<file path="config.mk">
export PLATFORM = sky130hd
export DESIGN_NAME = vram_arbiter_flat
export DESIGN_NICKNAME = d
export VERILOG_FILES = /design/src/rtl/vram_arbiter_if.sv /design/src/rtl/vram_arbiter.sv /design/src/flat_wrapper.sv
export SDC_FILE = /design/constraint.sdc
export NUM_CORES = 1
export LEC_CHECK = 0
export ABC_AREA = 1
export BUFFER_PORTS_ARGS = -buffer_cell sky130_fd_sc_hd__buf_4
export CAP_MARGIN = 30
export CORE_MARGIN = 1.5
export CORE_UTILIZATION = 49
export CTS_CLUSTER_DIAMETER = 30
export CTS_CLUSTER_SIZE = 28
export DETAILED_ROUTE_END_ITERATION = 8
export GPL_TIMING_DRIVEN = 0
export HOLD_SLACK_MARGIN = 0.02
export PLACE_DENSITY = 0.8
export SLEW_MARGIN = 20
export SYNTH_ARGS = -nofsm -noshare
export SYNTH_HDL_FRONTEND = slang
export SYNTH_SLANG_ARGS = --single-unit
</file>
<file path="constraint.sdc">
create_clock -name clk -period 2 [get_ports clk]
set_clock_uncertainty 0.1 [all_clocks]
set_input_delay 0.4 -clock clk [delete_from_list [all_inputs] [get_ports clk]]
set_output_delay 0.4 -clock clk [all_outputs]
set_load 0.01 [all_outputs]
</file>
<file path="src/rtl/vram_arbiter_if.sv">
// vram_arbiter_if: bundles every non-clock/reset signal of the VRAM arbiter.
//   timing : hBeginActive, hEndActive, line_base       (counters -> arbiter)
//   fetch  : fetch_valid, fetch_data                    (arbiter -> pixel shifter)
//   host   : host_req/we/addr/wdata -> host_ack/rdata   (CPU port)
//   mem    : mem_en/we/addr/wdata -> mem_rdata          (arbiter <-> VRAM)
// Modport slave is the arbiter side; master is the surrounding system.
interface vram_arbiter_if #(
    parameter int unsigned ADDR_W = 15,
    parameter int unsigned DATA_W = 8
);
    logic              hBeginActive;
    logic              hEndActive;
    logic [ADDR_W-1:0] line_base;
    logic              fetch_valid;
    logic [DATA_W-1:0] fetch_data;
    logic              host_req;
    logic              host_we;
    logic [ADDR_W-1:0] host_addr;
    logic [DATA_W-1:0] host_wdata;
    logic              host_ack;
    logic [DATA_W-1:0] host_rdata;
    logic              mem_en;
    logic              mem_we;
    logic [ADDR_W-1:0] mem_addr;
    logic [DATA_W-1:0] mem_wdata;
    logic [DATA_W-1:0] mem_rdata;

    modport slave (
        input  hBeginActive, hEndActive, line_base,
        input  host_req, host_we, host_addr, host_wdata,
        input  mem_rdata,
        output fetch_valid, fetch_data,
        output host_ack, host_rdata,
        output mem_en, mem_we, mem_addr, mem_wdata
    );

    modport master (
        output hBeginActive, hEndActive, line_base,
        output host_req, host_we, host_addr, host_wdata,
        output mem_rdata,
        input  fetch_valid, fetch_data,
        input  host_ack, host_rdata,
        input  mem_en, mem_we, mem_addr, mem_wdata
    );
endinterface

</file>
<file path="src/rtl/vram_arbiter.sv">
// vram_arbiter: shares a single-port synchronous VRAM between the display fetch path and a host.
// Inside the active window one fetch slot is reserved every FETCH_PERIOD clocks; all other
// cycles are free for the host, which waits at most one cycle when it collides with a fetch.
// Ports:
//   clk  : system/pixel clock
//   nrst : asynchronous active-low reset; all outputs read 0 while asserted
//   bus  : vram_arbiter_if.slave (timing strobes, fetch output, host port, RAM port)
module vram_arbiter #(
    parameter int unsigned ADDR_W       = 15,
    parameter int unsigned DATA_W       = 8,
    parameter int unsigned FETCH_PERIOD = 8
) (
    input logic           clk,
    input logic           nrst,
    vram_arbiter_if.slave bus
);
    localparam int unsigned PhW = (FETCH_PERIOD > 2) ? $clog2(FETCH_PERIOD) : 1;
    localparam logic [PhW-1:0] PhLast = PhW'(FETCH_PERIOD - 1);

    typedef enum logic [1:0] {HIdle, HRd, HAck} host_st_e;

    host_st_e          hst_q, hst_d;
    logic              active_q, active_d;
    logic [PhW-1:0]    phase_q, phase_d;
    logic [ADDR_W-1:0] fetch_addr_q, fetch_addr_d;
    logic              fetch_pend_q;
    logic              fetch_valid_q;
    logic [DATA_W-1:0] fetch_data_q;
    logic [DATA_W-1:0] host_rdata_q;
    logic              fetch_cycle;
    logic              host_issue;

    // nrst gating keeps the combinational RAM port quiet during reset even if a strobe or
    // request is already asserted.
    always_comb begin
        fetch_cycle = nrst & ~bus.hEndActive
                    & (bus.hBeginActive | (active_q & (phase_q == '0)));
        host_issue  = nrst & (hst_q == HIdle) & bus.host_req & ~fetch_cycle;
    end

    // Active window, slot phase and running fetch address.
    always_comb begin
        active_d     = active_q;
        phase_d      = phase_q;
        fetch_addr_d = fetch_addr_q;
        if (bus.hEndActive) begin
            active_d = 1'b0;
        end else if (bus.hBeginActive) begin
            // The opening cycle itself fetches line_base, so the next slot reads line_base+1.
            active_d     = 1'b1;
            phase_d      = PhW'(1);
            fetch_addr_d = bus.line_base + ADDR_W'(1);
        end else if (active_q) begin
            phase_d = (phase_q == PhLast) ? '0 : phase_q + PhW'(1);
            if (phase_q == '0) begin
                fetch_addr_d = fetch_addr_q + ADDR_W'(1);
            end
        end
    end

    always_ff @(posedge clk or negedge nrst) begin
        if (!nrst) begin
            active_q     <= 1'b0;
            phase_q      <= '0;
            fetch_addr_q <= '0;
        end else begin
            active_q     <= active_d;
            phase_q      <= phase_d;
            fetch_addr_q <= fetch_addr_d;
        end
    end

    // Read-data pipeline: RAM data arrives one clock after the access cycle.
    always_ff @(posedge clk or negedge nrst) begin
        if (!nrst) begin
            fetch_pend_q  <= 1'b0;
            fetch_valid_q <= 1'b0;
            fetch_data_q  <= '0;
            host_rdata_q  <= '0;
        end else begin
            fetch_pend_q  <= fetch_cycle;
            fetch_valid_q <= fetch_pend_q;
            if (fetch_pend_q) begin
                fetch_data_q <= bus.mem_rdata;
            end
            if (hst_q == HRd) begin
                host_rdata_q <= bus.mem_rdata;
            end
        end
    end

    // Host FSM: state register.
    always_ff @(posedge clk or negedge nrst) begin
        if (!nrst) begin
            hst_q <= HIdle;
        end else begin
            hst_q <= hst_d;
        end
    end

    // Host FSM: next state.
    always_comb begin
        hst_d = hst_q;
        unique case (hst_q)
            HIdle: begin
                if (host_issue) begin
                    hst_d = bus.host_we ? HAck : HRd;
                end
            end
            HRd:     hst_d = HAck;
            HAck:    hst_d = HIdle;
            default: hst_d = HIdle;
        endcase
    end

    // Host FSM and RAM port outputs.
    always_comb begin
        bus.mem_en      = fetch_cycle | host_issue;
        bus.mem_we      = host_issue & bus.host_we;
        bus.mem_addr    = '0;
        bus.mem_wdata   = '0;
        if (fetch_cycle) begin
            bus.mem_addr = bus.hBeginActive ? bus.line_base : fetch_addr_q;
        end else if (host_issue) begin
            bus.mem_addr  = bus.host_addr;
            bus.mem_wdata = bus.host_wdata;
        end
        bus.host_ack    = (hst_q == HAck);
        bus.host_rdata  = host_rdata_q;
        bus.fetch_valid = fetch_valid_q;
        bus.fetch_data  = fetch_data_q;
    end
endmodule
</file>
<file path="src/flat_wrapper.sv">
// flat-port wrapper written by rule: the top's interface ports become plain ports
module vram_arbiter_flat 
#(
    parameter int unsigned ADDR_W       = 15,
    parameter int unsigned DATA_W       = 8,
    parameter int unsigned FETCH_PERIOD = 8
)
  (clk, nrst, bus_hBeginActive, bus_hEndActive, bus_line_base, bus_host_req, bus_host_we, bus_host_addr, bus_host_wdata, bus_mem_rdata, bus_fetch_valid, bus_fetch_data, bus_host_ack, bus_host_rdata, bus_mem_en, bus_mem_we, bus_mem_addr, bus_mem_wdata);
  vram_arbiter_if #(.ADDR_W(ADDR_W), .DATA_W(DATA_W)) bus_i ();
  input logic clk;
  input logic nrst;
  input wire logic [$bits(bus_i.hBeginActive)-1:0] bus_hBeginActive;
  input wire logic [$bits(bus_i.hEndActive)-1:0] bus_hEndActive;
  input wire logic [$bits(bus_i.line_base)-1:0] bus_line_base;
  input wire logic [$bits(bus_i.host_req)-1:0] bus_host_req;
  input wire logic [$bits(bus_i.host_we)-1:0] bus_host_we;
  input wire logic [$bits(bus_i.host_addr)-1:0] bus_host_addr;
  input wire logic [$bits(bus_i.host_wdata)-1:0] bus_host_wdata;
  input wire logic [$bits(bus_i.mem_rdata)-1:0] bus_mem_rdata;
  output wire logic [$bits(bus_i.fetch_valid)-1:0] bus_fetch_valid;
  output wire logic [$bits(bus_i.fetch_data)-1:0] bus_fetch_data;
  output wire logic [$bits(bus_i.host_ack)-1:0] bus_host_ack;
  output wire logic [$bits(bus_i.host_rdata)-1:0] bus_host_rdata;
  output wire logic [$bits(bus_i.mem_en)-1:0] bus_mem_en;
  output wire logic [$bits(bus_i.mem_we)-1:0] bus_mem_we;
  output wire logic [$bits(bus_i.mem_addr)-1:0] bus_mem_addr;
  output wire logic [$bits(bus_i.mem_wdata)-1:0] bus_mem_wdata;
  assign bus_i.hBeginActive = bus_hBeginActive;
  assign bus_i.hEndActive = bus_hEndActive;
  assign bus_i.line_base = bus_line_base;
  assign bus_i.host_req = bus_host_req;
  assign bus_i.host_we = bus_host_we;
  assign bus_i.host_addr = bus_host_addr;
  assign bus_i.host_wdata = bus_host_wdata;
  assign bus_i.mem_rdata = bus_mem_rdata;
  assign bus_fetch_valid = bus_i.fetch_valid;
  assign bus_fetch_data = bus_i.fetch_data;
  assign bus_host_ack = bus_i.host_ack;
  assign bus_host_rdata = bus_i.host_rdata;
  assign bus_mem_en = bus_i.mem_en;
  assign bus_mem_we = bus_i.mem_we;
  assign bus_mem_addr = bus_i.mem_addr;
  assign bus_mem_wdata = bus_i.mem_wdata;
  vram_arbiter #(.ADDR_W(ADDR_W), .DATA_W(DATA_W), .FETCH_PERIOD(FETCH_PERIOD)) u_core (.clk(clk), .nrst(nrst), .bus(bus_i));
endmodule
</file>
; Word level (Yosys, flattened, before mapping)
; Cells that the tools add are included.
[totals]
register_bits = 39
latchBits = 0
mem_bits_rw = 0
romBits = 0
input_bits = 52
out_inout_bits = 43
wordCells = 49
n_memories = 0
[op_classes]
n_addsub = 3
mul = 0
div = 0
magnitude_cmp = 0
n_eq_ne = 4
shifts = 0
mux = 16
bitwise = 11
n_reduce_logical = 7
[ops]
columns = op, n
row1 = $mux W15, 6
row2 = $add A15 B1 Y15 const B, 2
row3 = $mux W8, 2
row4 = $mux W3, 3
row5 = $and A1 B1 Y1, 7
row6 = $reduce_bool A2 Y1, 3
row7 = $mux W2, 2
row8 = $pmux W2 S2, 1
row9 = $add A3 B1 Y3 const B, 1
row10 = $eq A3 B3 Y1 const B, 1
row11 = $logic_not A3 Y1, 1
row12 = $reduce_and A3 Y1, 1
row13 = $eq A2 B1 Y1 const B, 1
row14 = $eq A2 B2 Y1 const B, 1
row15 = $logic_not A2 Y1, 1
row16 = $mux W1, 2
row17 = $ne A2 B1 Y1 const B, 1
row18 = $not A1 Y1, 2
row19 = $or A1 B1 Y1, 2
row20 = $reduce_and A2 Y1, 1

; Depth between registers and ports, before layout
; Gate-level depths: netlist (run 1).
[depth]
word_depth = 8
ltp_mapped = 11
mapped_depth_nobuf = 10

; Worst setup path after synthesis (run 1)
; Ideal clock, no wire load.
[synth_timing]
path_kind = reg-to-output
startpoint = register u_core.phase_q[0]
endpoint = output bus_mem_wdata[0]
arrival_time_ns = 1.470
t_required_ns = 1.500
setup_slack_ns = 0.030
path_stages_with_launch = 9
n_path_buf = 2
cell_sequence = dfrtp_1 > inv_1 > ha_1 > a21oi_2 > nor2_4 > or2_1 > buf_2 > buf_6 > nor2_1
[synth_between]
elab_chain_len = 8
[synth_rtl]
columns = item, line
row1 = start: declaration, vram_arbiter.sv:24  ; logic [PhW-1:0] phase_q, phase_d;
row2 = start signal: assignment, vram_arbiter.sv:68  ; phase_q <= phase_d;
row3 = $logic_not A3 Y1 *, vram_arbiter.sv:37  ; & (bus.hBeginActive | (active_q & (phase_q == '0)));
row4 = $and A1 B1 Y1 *, vram_arbiter.sv:37
row5 = $or A1 B1 Y1 *, vram_arbiter.sv:37
row6 = $and A1 B1 Y1 *, vram_arbiter.sv:37
row7 = $not A1 Y1, vram_arbiter.sv:38  ; host_issue = nrst & (hst_q == HIdle) & bus.host_req & ~fetch_cycle;
row8 = $and A1 B1 Y1, vram_arbiter.sv:38
row9 = $mux W8, vram_arbiter.sv:124  ; end else if (host_issue) begin
row10 = $mux W8 *, vram_arbiter.sv:122  ; if (fetch_cycle) begin
row11 = end: declaration, flat_wrapper.sv:27  ; output wire logic [$bits(bus_i.mem_wdata)-1:0] bus_mem_wdata;
; Mark *: on every way between the ends. The rest lies on a longest branch, timed or not.

; Final worst setup path (run 1)
[layout_timing]
startpoint = register u_core.phase_q[1]
endpoint = output bus_mem_addr[13]
[layout_between]
elab_chain_len = 8
[layout_rtl]
columns = item, line
row1 = $logic_not A3 Y1 *, vram_arbiter.sv:37
row2 = $and A1 B1 Y1 *, vram_arbiter.sv:37
row3 = $or A1 B1 Y1 *, vram_arbiter.sv:37
row4 = $and A1 B1 Y1 *, vram_arbiter.sv:37
row5 = $not A1 Y1, vram_arbiter.sv:38
row6 = $and A1 B1 Y1, vram_arbiter.sv:38
row7 = $mux W15, vram_arbiter.sv:124
row8 = $mux W15 *, vram_arbiter.sv:122
row9 = end: declaration, flat_wrapper.sv:26  ; output wire logic [$bits(bus_i.mem_addr)-1:0] bus_mem_addr;
; Marks and branches as above.

==> results by group, run 1 <==
Clocking
  – Max clock buf depth: 2
  – CTS tree: done
  – H-tree levels: 2
  – Clock sinks: 39
  – Clk_lat worst skew: around 300 ps
  – Root buffer cell: clkbuf_8
  – TritonCTS Buffers: 5
  – Clock-pin slew of the registers on the worst-case setup and hold paths: 80 ps

Route
  – Vias per cell: 5.15
  – Wire per inst: about 14 um
  – Final wirelength: around 6.6 mm
  – Starting DRT DRC Count: between 200 and 250
  – Pre-antenna DRT Iters: 5
  – Via count: 2458
  – Final ANT Viol Nets: 0
  – DRC errors left: 0

STA
  – Unrepaired setup endpoints after global routing: true
  – Final setup violation count: 25
  – Fin crit period: 2410 ps
  – Tcrit/Tclk final: 120%
  – Final setup TNS: -8250 ps
  – F_max: 416 MHz
  – Slew Viols, Final: 0
  – PnR worst setup slack: -405 ps
  – Relative slew slack: 65.7%
  – Tightest Pin Transition: 515 ps
  – WHS: -87.4 ps
  – Final hold violations: 39

Global route
  – Vias in the first global route: about 2300
  – First-pass GRT wire length: 10.5 mm
  – Initial antenna violation count: 0
  – GRT Total Usage: 25.4%
  – Overflow after GRT: 0
  – Largest net degree at the start of global routing: 42

Setup path
  – Slowest cell on crit path: dfrtp_1
  – Crit path DAT: between 1500 and 2000 ps
  – Crit-path cells: inv_2 > ha_4 > a21oi_4 > nor2_4 > or2_1 > buf_6 > buf_12 > o22ai_2 > buf_4
  – Flop-to-flop setup slack: 340 ps
  – R2r endpoint: u_core.fetch_addr_q[13]
  – Worst reg2reg path startpoint: u_core.phase_q[1]
  – Crit path kind: reg -> out
  – Startpoint Class: flip-flop
  – Worst Setup End Kind: output pin
  – Worst r2r path cells: 7
  – CP required: 1500 ps
  – Worst Path Max Fanout: 7
  – CP peak stage delay: 380 ps

Floorplanning
  – DIE WIDTH: 73.8 um
  – Die height: 73.8 um
  – Die area: roughly 5400 um^2
  – IO Pins: 95
  – Initial core utilization: 51.3%
  – # rows: 25
  – Area of the core: ~4800 um^2

Synth
  – EDFF count, synth: 0
  – Synthesis Warnings: 0
  – FF+latch count, synth: 39
  – Syn Std Cell Area: 2460 um^2
  – Synthesized area per cell: just over 8 um^2
  – Post-Synthesis Cells: 302
  – Synth top area share: slightly below 40%
  – Synth top area cells: dfrtp_1 40%, nand2_1 12%, inv_1 7.2%, mux2_2 6.4%, o22ai_2 5.1%
  – Post-synth ARST share: 100%
  – Synth cell types: 33
  – Dominant synthesized flop cell: dfrtp_1
  – Post-synthesis sequential area ratio: 39.7%
  – Yosys top cell by area: dfrtp_1
  – Mapped Nets: 358

Power and ir drop
  – Leakage: approximately 1.9 nW
  – Overall power: 2.71 mW
  – Peak supply drop: ~0.00053 V
  – PwrDens: 759 nW/um^2

Cells and area
  – Cell area after layout: 3570 um^2
  – Ant diodes: 0
  – Post-layout nets: ~470
  – Fill cell count: 360
  – Share of layout cells above drive strength 1: 44.4%
  – Area delta synth->final: 45.2%

Place
  – DP HPWL: 4.68 mm
  – Routability Congestion: 0.827
  – I/O Buffers: 93
  – Placement Cell Area: 3240 um^2

Outcome
  – Failing checks: hold timing, setup timing
  – Status: finished with violations

Job
  – Max-cap violations: 0

Hold path
  – Hold Path Class: in -> async
stage by stage:
step / std cells / hold slack, ps / setup slack, ps / util [%]
2_1_floorplan: 302 / 4.41 / 29.7 / -
6_report: 477 / -87.4 / -405 / 74.5
3_3_place_gp: 462 / 257 / -370 / 67.7
3_5_place_dp: 462 / 264 / -380 / 67.7
5_1_grt: 477 / -66.5 / -453 / 74.5
4_1_cts: 475 / 2.83 / -366 / 73.2
how the worst max path moves through the flow:
stage,from,endpoint,slack (ps),cells after the start
after global routing,u_core.phase_q[1],bus_mem_addr[13],-450,9
after global placement,nrst,bus_mem_addr[4],-370,7
after detailed placement,nrst,bus_mem_addr[8],-380,7
after CTS,u_core.phase_q[1],bus_mem_addr[2],-370,9
final,u_core.phase_q[1],bus_mem_addr[13],-410,9
after floorplan,u_core.phase_q[0],bus_mem_wdata[0],30,8
per-layer routing:
| layer | track usage, % | vias to the layer above | wire length, um |
|---|---|---|---|
| met1 | 31.9 | 1150 | 2600 |
| met2 | 44.5 | 121 | 3480 |
| met4 | 7.00 | 0 | 95 |
| li1 | - | 1176 | - |
| met3 | 4.39 | 11 | 442 |
| met5 | 0 | - | 0 |
layout make-up:
cell class / count / area (um^2) / area share [%]
buffer: 10 / 121 / 3.40
clock buffer: 5 / 68.8 / 1.93
clock inverter: 2 / 37.5 / 1.05
inverter: 49 / 191 / 5.37
multi-input combinational: 204 / 1280 / 36.0
sequential: 39 / 976 / 27.4
tap: 67 / 83.8 / 2.35
timing repair buffer: 101 / 805 / 22.6
worst max-delay path: cells and delay by family (launching register included):
| family | cells | cell delay (ps) |
|---|---|---|
| flip-flops | 1 | 380 |
| AO/OA/AOI/OAI | 2 | 260 |
| AND/OR/NAND/NOR | 2 | 300 |
| adder cells (fa/ha/maj) | 1 | 160 |
| buffers and inverters | 4 | 520 |
power breakdown:
part	leakage (nW)	internal (mW)	total (mW)	switching (mW)
sequential	0.477	0.972	1.07	0.100
clock	0.0502	0.365	0.658	0.294
combinational	1.33	0.480	0.977	0.497
total	1.86	1.82	2.71	0.891
registers in the layout, summed over array words and instances (netlist names):
name,flops
u_core.bus.fetch_data,8
u_core.fetch_pend_q,1
u_core.bus.host_rdata,8
u_core.active_q,1
u_core.hst_q,2
u_core.fetch_addr_q,15
u_core.bus.fetch_valid,1
u_core.phase_q,3
synthesized netlist by cell type (2+ instances only):
cell      instances
nand2_1          78
inv_1            47
nand4_1           6
nand3_1          13
o21ai_1           2
nand2_2          15
o22ai_1           2
buf_6             3
a21oi_1           7
o21ai_0          13
o21bai_2          2
or2_1             2
o22ai_2          10
ha_1              4
buf_2             3
mux2_2           14
dfrtp_1          39
nand2_4           2
nor2_2            3
nor2_4            4
nor2_1           21
logic make-up (layout without fill, tap and decap cells):
kind of cell	count (synthesis)	in the layout	synth area share (%)
and+or+nand+nor	145	145	27.4
xor gates and xnor gates	1	1	0.357
buffers and inverters	59	167	11.5
DFF	39	39	39.7
AOI/OAI and AO/OA	40	40	12.6
muxes	14	14	6.42
adders and majority gates	4	4	2.04
cells in the final DEF (no fill, tap or decap), types with 10 or more instances in the layout:
cell type and n:
buf_4 93, nand2_1 77, nand2_2 15, inv_1 44, dfrtp_1 39, buf_6 10
o21ai_0 11, nor2_1 18, mux2_2 14, nand3_1 13
timing repair:
action,CTS,global route
resized for setup,28,9
buffers inserted,5,2
pin swaps,5,4
endpoints found under the hold margin,39,39
endpoints found under the setup margin,25,25
cloned,1,0
Power figures use the tool's default switching activity.
==> inputs of run 2 (changes only) <==
Settings changed: PLACE_DENSITY 0.8 to 0.85.
==> results by group, run 2 (synthesis results as in run 1) <==
STA
  – Slew Viols, Final: 0
  – Final setup TNS: -8620 ps
  – Relative slew slack: between 60% and 70%
  – Fin crit period: between 2000 and 2500 ps
  – WHS: -101 ps
  – Tightest Pin Transition: 543 ps
  – Tcrit/Tclk final: 119%
  – Final setup violation count: 25
  – PnR worst setup slack: -370 ps
  – Final hold violations: 39
  – F_max: 422 MHz
  – Unrepaired setup endpoints after global routing: true

Route
  – Wire per inst: 14.8 um
  – DRC errors left: 0
  – Pre-antenna DRT Iters: 4
  – Final wirelength: 7.12 mm
  – Starting DRT DRC Count: 200
  – Via count: ~2500
  – Vias per cell: 5.13
  – Final ANT Viol Nets: 0

Clocking
  – Clock-pin slew of the registers on the worst-case setup and hold paths: ~80 ps
  – Root buffer cell: clkbuf_8
  – Clock sinks: 39
  – CTS tree: done
  – H-tree levels: 2
  – Max clock buf depth: 2
  – TritonCTS Buffers: 5
  – Clk_lat worst skew: 300 ps

Power and ir drop
  – Peak supply drop: 0.000588 V
  – Leakage: 1.89 nW
  – PwrDens: 770 nW/um^2

Outcome
  – Failing checks: hold timing, setup timing
  – Status: finished with violations

Setup path
  – Worst r2r path cells: 10
  – Flop-to-flop setup slack: 110 ps
  – Startpoint Class: flip-flop
  – Crit path DAT: 1870 ps
  – Worst setup path start: u_core.phase_q[1]
  – R2r endpoint: u_core.fetch_addr_q[9]
  – Worst reg2reg path startpoint: u_core.phase_q[1]
  – CP required: about 1500 ps
  – Worst Path Max Fanout: 7
  – Worst Setup End Kind: output pin
  – Crit path kind: reg -> out

Cells and area
  – Max reg flops: 15
  – Most frequent cells in the layout: 96 x buf_4, 77 x nand2_1, 44 x inv_1
  – Post-layout nets: 469
  – Most common cell after layout, fill and taps aside: buf_4
  – Share of layout cells above drive strength 1: between 40% and 50%
  – Largest reg by FF count: u_core.fetch_addr_q
  – Area delta synth->final: 47.7%
  – Ant diodes: 0

Job
  – Max-cap violations: 0

Global route
  – GRT Total Usage: a little over a quarter
  – Overflow after GRT: 0
  – First-pass GRT wire length: 11.2 mm
  – Initial antenna violation count: 0
  – Vias in the first global route: ~2500
  – Largest net degree at the start of global routing: 42

Floorplanning
  – DIE WIDTH: 73.8 um
  – Die height: 73.8 um
  – Initial core utilization: 51.3%
  – Area of the core: 4790 um^2
  – IO Pins: 95
  – # rows: 25
  – Die area: 5450 um^2

Place
  – Routability Congestion: 0.842
  – DP HPWL: just under 5 mm
  – I/O Buffers: 93

Hold path
  – Hold Path Class: in -> async
-- run 2: metrics by stage --
step	utilization (%)	setup slack (ps)	cell area [um^2]	cells	total power, mW
floorplan	-	29.7	2460	302	1.58
global placement	67.7	-391	3240	462	1.94
detailed placement	67.7	-391	3240	462	1.99
CTS	74.9	-355	3580	480	2.77
global route	75.8	-444	3630	481	2.94
finish	75.8	-370	3630	481	2.79
-- run 2: repair_timing --
| action | 4_1_cts | 5_1_grt |
|---|---|---|
| pin swaps | 4 | 4 |
| gates resized for setup | 31 | 10 |
| hold endpoints to repair | 39 | 39 |
| endpoints found under the setup margin | 25 | 25 |
| gates cloned | 2 | 0 |
| setup buffers | 8 | 1 |
-- run 2: cell type report --
| type | instances | area [um^2] |
|---|---|---|
| clock buffer | 6 | 82.6 |
| timing repair buffer | 104 | 843 |
| sequential | 39 | 976 |
| multi-input combinational | 204 | 1290 |
| clock inverter | 2 | 38.8 |
| inverter | 49 | 194 |
| tap | 67 | 83.8 |
| fill | 330 | 1160 |
| buffer | 10 | 121 |
-- run 2: worst max-delay path by stage --
stage	cells after the start	slack, ps	end
finish	9	-370	bus_mem_addr[5]
global route	9	-440	bus_mem_wdata[7]
CTS	9	-350	bus_mem_addr[12]
detailed placement	7	-390	bus_mem_addr[4]
global placement	7	-390	bus_mem_addr[4]
floorplan	8	30	bus_mem_wdata[0]
-- run 2: power breakdown --
| part | switching [mW] | total, mW | internal (mW) |
|---|---|---|---|
| registers | 0.105 | 1.08 | 0.972 |
| clock network | 0.297 | 0.708 | 0.410 |
| logic | 0.516 | 1.01 | 0.492 |
-- run 2: worst max-delay path, cell delays in order (launching register included) --
cell	delay, ps
dfrtp_1	380
inv_2	60
ha_4	160
a21oi_4	160
nor2_4	60
or2_1	220
buf_6	150
buf_12	140
o22ai_2	90
buf_4	140
-- run 2: metal layers --
metal	global-route usage (%)	wire, um	vias up
met1	32.8	2700	1162
met3	5.49	408	22
met2	47.8	3820	105
met4	10.7	192	0
li1	-	-	1179
met5	0	0	-
==> inputs of run 3 (changes only) <==
Settings changed: REMOVE_ABC_BUFFERS set to 1, SETUP_SLACK_MARGIN set to 0.4.
==> results by group, run 3 (synthesis results as in run 1) <==
Power and ir drop
  – Int Power: 1.85 mW
  – Leakage: 1.90 nW
  – Peak supply drop: 0.000454 V
  – Comb pwr share: 36.7%
  – Sw Ratio: 34.5%
  – Clk pwr share: 24.9%
  – Sw Pwr: 0.975 mW
  – Seq pwr share: 38.3%
  – Overall power: 2.82 mW
  – PwrDens: 767 nW/um^2

STA
  – Slew Viols, Final: 0
  – WHS: -98.9 ps
  – PnR worst setup slack: -327 ps
  – Final setup violation count: 25
  – F_max: around 430 MHz
  – Tcrit/Tclk final: 116%
  – Tightest Pin Transition: between 400 and 500 ps
  – Final hold violations: 39
  – Fin crit period: 2330 ps
  – Relative slew slack: 71.3%
  – Unrepaired setup endpoints after global routing: true
  – Final setup TNS: -7390 ps

Global route
  – Initial antenna violation count: 0
  – Largest net degree at the start of global routing: 42
  – First-pass GRT wire length: 11.3 mm
  – Overflow after GRT: 0
  – GRT Total Usage: between 20% and 30%
  – Vias in the first global route: 2392

Setup path
  – Flop-to-flop setup slack: 250 ps
  – Crit path DAT: between 1500 and 2000 ps
  – CP required: about 1500 ps
  – Critical Path Sink: bus_mem_addr[0]
  – Worst r2r path cells: 8
  – Crit path kind: reg -> out
  – R2r endpoint: u_core.fetch_addr_q[4]
  – Startpoint Class: flip-flop
  – Worst reg2reg path startpoint: u_core.phase_q[1]
  – Worst setup path start: u_core.phase_q[1]
  – Worst Setup End Kind: output pin
  – Worst Path Max Fanout: 5

Route
  – Final wirelength: around 7.5 mm
  – DRC errors left: 0
  – Via count: 2529
  – Final ANT Viol Nets: 0
  – Pre-antenna DRT Iters: 4
  – Starting DRT DRC Count: 246
  – Vias per cell: ~5.3
  – Wire per inst: 15.6 um

Floorplanning
  – # rows: 25
  – Initial core utilization: 51.3%
  – Area of the core: 4790 um^2
  – Die height: 73.8 um
  – DIE WIDTH: 73.8 um
  – IO Pins: 95
  – Die area: 5450 um^2

Hold path
  – Hold Path Class: in -> async

Place
  – I/O Buffers: 94
  – Post-place setup slack: -790 ps
  – Placement Cell Area: 3170 um^2
  – Placed insts: 454
  – DP HPWL: 4.43 mm
  – Routability Congestion: 0.810

Clocking
  – TritonCTS Buffers: 5
  – Clock sinks: 39
  – Clock-pin slew of the registers on the worst-case setup and hold paths: 90 ps
  – CTS tree: done
  – H-tree levels: 2
  – Root buffer cell: clkbuf_8
  – Clk_lat worst skew: 300 ps
  – Max clock buf depth: 2

Cells and area
  – Finished Layout Cells: between 400 and 500
  – Most frequent cells in the layout: 99 x buf_4, 74 x nand2_1, 44 x inv_1
  – Post-layout nets: 468
  – Area delta synth->final: 49.9%
  – Max reg flops: 15
  – Share of layout cells above drive strength 1: 49.4%
  – Most common cell after layout, fill and taps aside: buf_4
  – Ant diodes: 0
  – Largest reg by FF count: u_core.fetch_addr_q
  – Cell area after layout: roughly 3700 um^2
  – Final core utilization: 76.9%

Outcome
  – Failing checks: hold timing, setup timing
  – Status: finished with violations

Job
  – Max-cap violations: 0
[run 3: worst min-delay path by stage]
stage                     start                       to  slack [ps]
after floorplan            nrst          u_core.active_q           4
after global placement     nrst  u_core.fetch_addr_q[14]         310
after detailed placement   nrst  u_core.fetch_addr_q[14]         310
after CTS                  nrst        u_core.phase_q[1]         0.6
after global routing       nrst          u_core.hst_q[1]         -70
final                      nrst   u_core.fetch_addr_q[6]        -100
[run 3: worst max-delay path, cell delays in order, from the launching register on]
cell and delay (ps):
dfrtp_1 380, inv_2 60, ha_4 160, a21oi_4 130
nor2_4 70, or2_4 310, buf_12 160, o22ai_2 110
buf_4 140
[run 3: what timing repair did]
action	in CTS	in global routing
hold endpoints to repair	39	39
gates cloned	3	1
endpoints found under the setup margin	42	41
pin swaps	7	3
resized for setup	45	11
buffers inserted	12	2
[run 3: layout make-up]
| cell class | count | area (um^2) |
|---|---|---|
| repair inverters | 1 | 6.26 |
| clock inverters | 3 | 47.5 |
| multi-input cells | 205 | 1370 |
| flip-flops and latches | 39 | 976 |
| clock buffers | 5 | 68.8 |
| inverters | 49 | 194 |
| fillers | 337 | 1100 |
| well taps | 67 | 83.8 |
| repair buffers | 111 | 937 |
[run 3: power groups by stage]
| stage | sequential, mW | combinational, mW | clock (mW) |
|---|---|---|---|
| after floorplan | 1.12 | 0.437 | 0 |
| after global placement | 1.08 | 0.836 | 0 |
| after detailed placement | 1.09 | 0.874 | 0 |
| after CTS | 1.08 | 0.982 | 0.693 |
| after global routing | 1.10 | 1.12 | 0.741 |
| final | 1.08 | 1.04 | 0.704 |
[run 3: layer usage]
metal / up-vias / track usage [%] / part of all wire, %
li1: 1176 / - / -
met1: 1176 / 34.4 / 37
met2: 151 / 47.4 / 53
met3: 26 / 5.76 / 7.6
met4: 0 / 10.9 / 3.0
met5: - / 0 / 0
